<file path="config.mk">
export PLATFORM = sky130hd
export DESIGN_NAME = antidroop_seq_ctrl
export DESIGN_NICKNAME = d
export VERILOG_FILES = /design/src/rtl/antidroop_pkg.sv /design/src/rtl/sat_counter.sv /design/src/rtl/antidroop_seq_ctrl.sv
export SDC_FILE = /design/constraint.sdc
export NUM_CORES = 1
export LEC_CHECK = 0
export CORE_ASPECT_RATIO = 1.1
export CORE_MARGIN = 2
export CORE_UTILIZATION = 50
export DETAILED_ROUTE_END_ITERATION = 7
export MAX_ROUTING_LAYER = met4
export PLACE_DENSITY = 0.77
export SETUP_SLACK_MARGIN = 0.1
export SLEW_MARGIN = 20
export SYNTH_ARGS = -nofsm -noshare
export SYNTH_HDL_FRONTEND = slang
export SYNTH_HIERARCHICAL = 1
export SYNTH_SLANG_ARGS = --single-unit
</file>
<file path="constraint.sdc">
create_clock -name clk -period 4.56 [get_ports clk]
set_clock_uncertainty 0.05 [all_clocks]
set_input_delay 0.912 -clock clk [delete_from_list [all_inputs] [get_ports clk]]
set_output_delay 0.912 -clock clk [all_outputs]
set_load 0.02 [all_outputs]
</file>
<file path="src/rtl/antidroop_pkg.sv">
// Shared types and default widths for the anti-droop sequencer.
package antidroop_pkg;

    localparam int unsigned DEF_DELAY_W = 8;
    localparam int unsigned DEF_WIN_W   = 16;
    localparam int unsigned DEF_OCNT_W  = 8;
    // Matches the filter's coefficient port width.
    localparam int unsigned TAPW_W      = 7;

    typedef enum logic [1:0] {
        IDLE   = 2'd0,
        DELAY  = 2'd1,
        ACTIVE = 2'd2
    } seq_state_e;

endpackage

</file>
<file path="src/rtl/sat_counter.sv">
// Up-counter with synchronous clear that sticks at all-ones.
module sat_counter #(
    parameter int unsigned W = 8
) (
    input  logic         clk,
    input  logic         rst,
    input  logic         clr,
    input  logic         inc,
    output logic [W-1:0] count
);

    // Clear has priority over increment; increment stops at the maximum value.
    always_ff @(posedge clk) begin
        if (rst) begin
            count <= '0;
        end else if (clr) begin
            count <= '0;
        end else if (inc && (count != {W{1'b1}})) begin
            count <= count + W'(1);
        end
    end

endmodule

</file>
<file path="src/rtl/antidroop_seq_ctrl.sv">
// Per-trigger sequencer and configuration controller for the anti-droop IIR filter.
module antidroop_seq_ctrl
    import antidroop_pkg::*;
#(
    parameter int unsigned DELAY_W = DEF_DELAY_W,
    parameter int unsigned WIN_W   = DEF_WIN_W,
    parameter int unsigned OCNT_W  = DEF_OCNT_W
) (
    input  logic                     clk,
    input  logic                     rst,
    input  logic                     trig,
    input  logic                     enable,
    input  logic [DELAY_W-1:0]       delay,
    input  logic [WIN_W-1:0]         window,
    input  logic                     clr_en_cfg,
    input  logic signed [TAPW_W-1:0] tapWeight_req,
    input  logic                     tapWeight_ld,
    input  logic                     oflowDetect,
    input  logic                     oflowClr,
    output logic                     filt_trig,
    output logic                     filt_accClr_en,
    output logic signed [TAPW_W-1:0] filt_tapWeight,
    output logic                     busy,
    output logic                     pulse_done,
    output logic                     oflow_sticky,
    output logic [OCNT_W-1:0]        oflow_count
);

    // One shared down-counter serves both the delay and the window phase.
    localparam int unsigned CNT_W = (DELAY_W > WIN_W) ? DELAY_W : WIN_W;

    seq_state_e               state;
    logic                     trig_a;
    logic                     trig_b;
    logic [CNT_W-1:0]         cnt;
    logic signed [TAPW_W-1:0] shadow;
    logic                     pending;
    logic                     wt_zeroed;

    logic                     arm_c;
    logic                     apply_c;
    logic                     ocnt_clr_c;
    logic                     ocnt_inc_c;
    logic [WIN_W-1:0]         win_m1_c;

    assign arm_c      = trig_a & ~trig_b & enable;
    assign win_m1_c   = (window == '0) ? '0 : window - WIN_W'(1);
    assign ocnt_clr_c = (state == IDLE) && arm_c;
    assign ocnt_inc_c = (state == ACTIVE) && oflowDetect;
    // Weight is (re)applied only between pulses: a new load, or restoring after an enable drop.
    assign apply_c    = enable && (state == IDLE) && (pending || wt_zeroed);

    // Two-stage trigger history for rising-edge detection.
    always_ff @(posedge clk) begin
        if (rst) begin
            trig_a <= 1'b0;
            trig_b <= 1'b0;
        end else begin
            trig_a <= trig;
            trig_b <= trig_a;
        end
    end

    // Pulse sequencer: IDLE -> DELAY -> ACTIVE, aborted to IDLE whenever enable is low.
    always_ff @(posedge clk) begin
        if (rst) begin
            state          <= IDLE;
            cnt            <= '0;
            busy           <= 1'b0;
            filt_trig      <= 1'b0;
            pulse_done     <= 1'b0;
            filt_accClr_en <= 1'b0;
        end else begin
            filt_trig  <= 1'b0;
            pulse_done <= 1'b0;
            if (!enable) begin
                state <= IDLE;
                busy  <= 1'b0;
            end else begin
                case (state)
                    IDLE: begin
                        if (arm_c) begin
                            state          <= DELAY;
                            busy           <= 1'b1;
                            cnt            <= CNT_W'(delay);
                            filt_accClr_en <= clr_en_cfg;
                        end
                    end
                    DELAY: begin
                        if (cnt == '0) begin
                            state     <= ACTIVE;
                            filt_trig <= 1'b1;
                            cnt       <= CNT_W'(win_m1_c);
                        end else begin
                            cnt <= cnt - CNT_W'(1);
                        end
                    end
                    ACTIVE: begin
                        if (cnt == '0) begin
                            state      <= IDLE;
                            busy       <= 1'b0;
                            pulse_done <= 1'b1;
                        end else begin
                            cnt <= cnt - CNT_W'(1);
                        end
                    end
                    default: begin
                        state <= IDLE;
                        busy  <= 1'b0;
                    end
                endcase
            end
        end
    end

    // Tap weight shadow/pending logic; the filter only sees a new weight between pulses.
    always_ff @(posedge clk) begin
        if (rst) begin
            shadow         <= '0;
            pending        <= 1'b0;
            wt_zeroed      <= 1'b0;
            filt_tapWeight <= '0;
        end else begin
            if (tapWeight_ld) begin
                shadow <= tapWeight_req;
            end
            pending <= tapWeight_ld | (pending & ~apply_c);
            if (!enable) begin
                filt_tapWeight <= '0;
                wt_zeroed      <= 1'b1;
            end else if (apply_c) begin
                filt_tapWeight <= shadow;
                wt_zeroed      <= 1'b0;
            end
        end
    end

    // Sticky overflow flag; a coincident set beats the clear.
    always_ff @(posedge clk) begin
        if (rst) begin
            oflow_sticky <= 1'b0;
        end else if (oflowDetect) begin
            oflow_sticky <= 1'b1;
        end else if (oflowClr) begin
            oflow_sticky <= 1'b0;
        end
    end

    // Per-pulse overflow-cycle count, cleared at arm and held after the pulse.
    sat_counter #(
        .W (OCNT_W)
    ) u_ocnt (
        .clk   (clk),
        .rst   (rst),
        .clr   (ocnt_clr_c),
        .inc   (ocnt_inc_c),
        .count (oflow_count)
    );

endmodule
</file>
======== Word level (Yosys, flattened, before mapping) ========
Cells that the tools add are included.
cells by class
  $add $sub $neg .......................... 3
  multiply operators ...................... 0
  div/mod/pow operators ................... 0
  magnitude comparators ................... 0
  equality and inequality tests ........... 8
  shift-type cells ........................ 0
  mux-type cells .......................... 17
  bitwise gates (word level) .............. 9
  reductions and logical operators ........ 19
operators with widths
  kind                                                                      count
  16-bit two-way mux                                                        4
  16-bit case mux with 3 select lines                                       1
  16-bit logical NOT                                                        2
  16-bit by 1-bit subtractor with 16-bit output (second input constant)     2
  3-bit AND reduction                                                       3
  8-bit by 1-bit adder with 8-bit output (second input constant)            1
  8-bit inequality test (second input constant)                             1
  1-bit two-way mux                                                         7
  2-bit two-way mux                                                         3
  2-bit inequality test (second input constant)                             3
  2-bit case mux with 3 select lines                                        1
  3-bit OR reduction                                                        2
  1-bit logical AND                                                         5
  1-bit inverter                                                            5
  2-bit by 1-bit inequality test with 1-bit output (second input constant)  2
  4-bit AND reduction                                                       1
  2-bit OR reduction                                                        2
  1-bit bitwise AND                                                         3
  1-bit case mux with 3 select lines                                        1
  3-bit nonzero test                                                        1
  2-bit by 1-bit equality test with 1-bit output (second input constant)    1
  2-bit equality test (second input constant)                               1
  2-bit logical NOT                                                         1
  2-bit nonzero test                                                        1
  other kinds (2)                                                           2
storage, ports and cells
  register bits after elaboration ......... 49
  bits in latches ......................... 0
  memory bits (writable) .................. 0
  bits in read-only memories .............. 0
  output and inout bits ................... 20
  logic and storage cells ................. 70
  memories kept ........................... 0

======== Logic depth before layout (Yosys ltp) ========
  word-level depth ........................ 6
  mapped depth ............................ 9
  mapped depth without buffers ............ 7

======== By module ========
The synthesis kept the hierarchy.
by module, submodules not included
  module              instances  cells an instance  area each (um^2)  seq. area each (um^2)
  antidroop_seq_ctrl  1          310                2732.6            820.8
  sat_counter         1          47                 435.4             160.2

======== Worst setup path after synthesis ========
Ideal clock, no wire load.
  path kind ............................... input-to-reg
  start ................................... input window[0]
  end ..................................... register cnt[4]
  setup time .............................. 125 ps
  data arrival time ....................... 2249 ps
  required time ........................... 4385 ps
  slack ................................... 2136 ps
  stages .................................. 8
  buffers on the path ..................... 1
  path through ............................ inv_1 ha_1 nor3b_1 a41oi_2 and3_1 buf_4 a221oi_1 o31ai_1
between the ends
  cells in the longest elaborated chain, start to end .. 4
  elaborated cells on any way between the ends .. 5
ends and longest elaborated chain
  element                                                                                     line                      text
  start, declared                                                                             antidroop_seq_ctrl.sv:14  input logic [WIN_W-1:0] window,
  16-bit by 1-bit subtractor with 16-bit output / 16-bit logical NOT (equally long branches)  antidroop_seq_ctrl.sv:47  assign win_m1_c = (window == '0) ? '0 : window - WIN_W'(1);
  16-bit two-way mux (*)                                                                      antidroop_seq_ctrl.sv:47
  16-bit two-way mux (*)                                                                      antidroop_seq_ctrl.sv:90  if (cnt == '0) begin
  16-bit case mux with 3 select lines (*)                                                     antidroop_seq_ctrl.sv:80  case (state)
  end signal, assigned                                                                        antidroop_seq_ctrl.sv:85  cnt <= CNT_W'(delay);
  end signal, assigned                                                                        antidroop_seq_ctrl.sv:93  cnt <= CNT_W'(win_m1_c);
  end signal, assigned                                                                        antidroop_seq_ctrl.sv:95  cnt <= cnt - CNT_W'(1);
  end, declared                                                                               antidroop_seq_ctrl.sv:35  logic [CNT_W-1:0] cnt;
Mark *: on every way between the ends. The rest lies on a longest branch, timed or not.
A chain may end at the register's enable or synchronous reset.

======== Final worst setup path ========
  start ................................... register cnt[0]
  end ..................................... register cnt[4]
between the ends
  cells in the longest elaborated chain, start to end .. 3
  elaborated cells on any way between the ends .. 7
ends and longest elaborated chain
  element                                                                                     line                      text
  16-bit by 1-bit subtractor with 16-bit output / 16-bit logical NOT (equally long branches)  -
  16-bit two-way mux (tied with other cells)                                                  antidroop_seq_ctrl.sv:99  if (cnt == '0) begin
  16-bit case mux with 3 select lines / 4-bit AND reduction (equally long branches)           -
Several ways; a longest one is shown, not always the timed one. The select of a mux whose other input is x is not followed.

==> reports/results.tsv <==
metric	value	unit
drv_slew	0	
synth_nets	404	
clockBufferDepth	2	
crit_path_end_kind	flip-flop	
seq_area_frac_synth	31.0	%
met3_usage	3.22	%
floorplan.rows	30	
max_freq	0.352	GHz
worstMarginPinSlew	0.847	ns
fin_crit_sh	62.2	%
portBuffers	58	
die_h	87.5	um
ys_seq_elements	49	
grtUsageMet1	28.4	%
finalSetupViolations	0	
fin_crit	2.84	ns
yosysUniqueCellTypes	73	
core-area	0.00616	mm2
cts_setup_buffers	0	
dp.cells	481	
finalWorstSetupSlack	1.72	ns
holdBufCountCts	0	
cts_tree	built	
rsz0062_at_grt	false	
grt_first_pass_wirelength	13200	um
avgSynthCellArea	8.87	um2
synthFlopType	dfxtp_1	
cp-start-kind	flip-flop	
grt-ovfl-total	0	
finalHoldViolCount	0	
grt-busiest-layer	met2	
synth-edff-count	0	
dp_slack	1.52	ns
rr_startpoint	cnt[0]	
setup_tns	0	ns
antenna_found_initial	0	
boundaryPins	59	
gp_congestion	0.998	
final_nets	455	
power.density	263	mW/mm2
initial_core_util	51.5	%
ant_nets	0	
syn_to_final_growth	23.1	%
die_w	79.9	um
synth_cells	357	
cts-root-buf	clkbuf_8	
hp-class	reg2reg	
crit_arrival	2.98	ns
dieArea	0.00699	mm2
outcome	finished, final reports clean	
path_max_fanout	15	
relSlewSlack	43.2	%
vias	2968	
ys_warn_count	6	
drc_errors	0	
post_drt_wl_per_cell	16.6	um
drt-total-wl	8110	um
met2_usage	43.2	%
power	0.00102	W
drt_iter0_drc	184	
clkSlewWorstSetupHoldPaths	0.10	ns
n_fill_cell	553	
worstSetupStartpoint	cnt[0]	
drive_gt1_share	8.80	%
synthArstFlopShare	0	%
hpwl	5920	um
clk_latency	0.31	ns
cts_htree_levels	2	
cap_violations	0	
cts_resized	0	
criticalPathCategory	reg2reg	
insertedDiodeCount	0	
grt_pass1_vias	2786	
cts_buffers	5	
crit_required	4.71	ns
viasPerCell	6.07	
cts.sinks	49	
grt_max_degree	33	
p_leak	1.43	nW
grtUsageTotal	24.4	%
fin_cells	489	
peakVddDrop	173	uV
fin_util	63.3	%
netlist_area	0.00317	mm2
drtPass1Iterations	4	
hp-start	trig_a	
==> Yosys cell counts, drive strengths merged (2+ instances only) <==
cell	count	area (um2)
nand2	18	67.6
o22ai	4	25.0
o2111ai	2	17.5
o31ai	4	35.0
a31oi	2	12.5
a2111oi	5	66.3
a21oi	26	134
nand4	8	50.1
o211ai	5	37.5
clkbuf	9	33.8
or4	3	22.5
nor3	13	81.3
or3	6	37.5
inv	12	45.0
nand3	10	62.6
a41oi	2	25.0
o21ai	12	60.1
nand4b	5	50.0
a21boi	3	26.3
a211oi	3	37.5
and3	6	37.5
o221ai	2	17.5
a211o	2	17.5
xnor2	9	78.8
nor3b	2	26.3
ha	8	100
and4	3	26.3
nor2	40	171
a22o	4	35.0
a22oi	3	22.5
and2	4	25.0
dfxtp	49	981
a21o	2	17.5
xor2	8	70.1
o32ai	3	33.8
o31a	2	17.5
nor2b	8	50.1
mux2i	20	200
nor4	10	135
buf	7	68.8
==> flip-flops by register name, indices dropped and copies added, names as in the netlist <==
signal          cells
cnt                16
u_ocnt/count        8
filt_tapWeight      7
shadow              7
state               2
busy                1
filt_accClr_en      1
filt_trig           1
oflow_sticky        1
pending             1
pulse_done          1
trig_a              1
trig_b              1
wt_zeroed           1
==> logic make-up after synthesis <==
logic type      after synthesis  synth area share [%]
compound gates               93                  22.2
xor+xnor                     17                  4.70
fa+ha+maj                     8                  3.16
buf+inv                      29                  4.78
flops                        49                  31.0
mux                          20                  6.32
simple gates                141                  27.9
==> metal layers <==
metal  up-vias  share of wire, %
met5         -                 0
li1       1449                 -
met1      1381                43
met3        14               6.5
met4         0               2.1
met2       124                49
==> through the flow <==
stage | instance area [um2] | hold WS [ns]
floorplan | 3170 | 0.380
detailed placement | 3760 | 0.404
finish | 3900 | 0.417
CTS | 3900 | 0.421
global placement | 3760 | 0.394
global route | 3900 | 0.430
==> final cells by class <==
class,count,area (um2),area share (%)
tap,80,100,2.57
timing repair buffer,60,596,15.3
inverter,13,48.8,1.25
clock buffer,5,68.8,1.77
multi-input combinational,279,2040,52.2
clock inverter,3,68.8,1.77
sequential,49,981,25.2
==> critical path, stage by stage (launching register included) <==
cell	delay (ns)
dfxtp_1	0.40
inv_1	0.09
ha_1	0.19
nor3b_4	0.43
and4b_1	0.67
a21oi_1	0.41
a221oi_1	0.38
o31ai_1	0.09
==> cell usage in the layout, fill, tap and decap left out, types with 5 or more instances in the layout <==
cell type / Yosys / final
ha_1: 8 / 8
nor2_1: 37 / 37
xnor2_1: 9 / 9
o21ai_0: 8 / 8
clkdlybuf4s50_1: 0 / 58
nand2_1: 18 / 18
clkbuf_8: 0 / 5
a21oi_1: 25 / 25
nand4_1: 8 / 8
o211ai_1: 5 / 5
dfxtp_1: 49 / 49
nor3_1: 11 / 11
inv_1: 12 / 12
nand3_1: 9 / 9
xor2_1: 8 / 8
nor2b_1: 8 / 8
or3_1: 6 / 6
and3_1: 6 / 6
mux2i_1: 20 / 20
==> worst paths after layout <==
path | slack [ns] | to | depth (start not counted)
setup / recovery | 1.72 | cnt[4] | 7
hold reg to reg | 0.42 | trig_b | 1
hold / removal | 0.42 | trig_b | 1
setup reg to reg | 1.72 | cnt[4] | 7
==> report_power, final <==
group          internal, W  switching, W
Clock             0.000221      0.000159
Sequential        0.000439    0.00000987
Combinational    0.0000863      0.000110
Power figures use the tool's default switching activity.
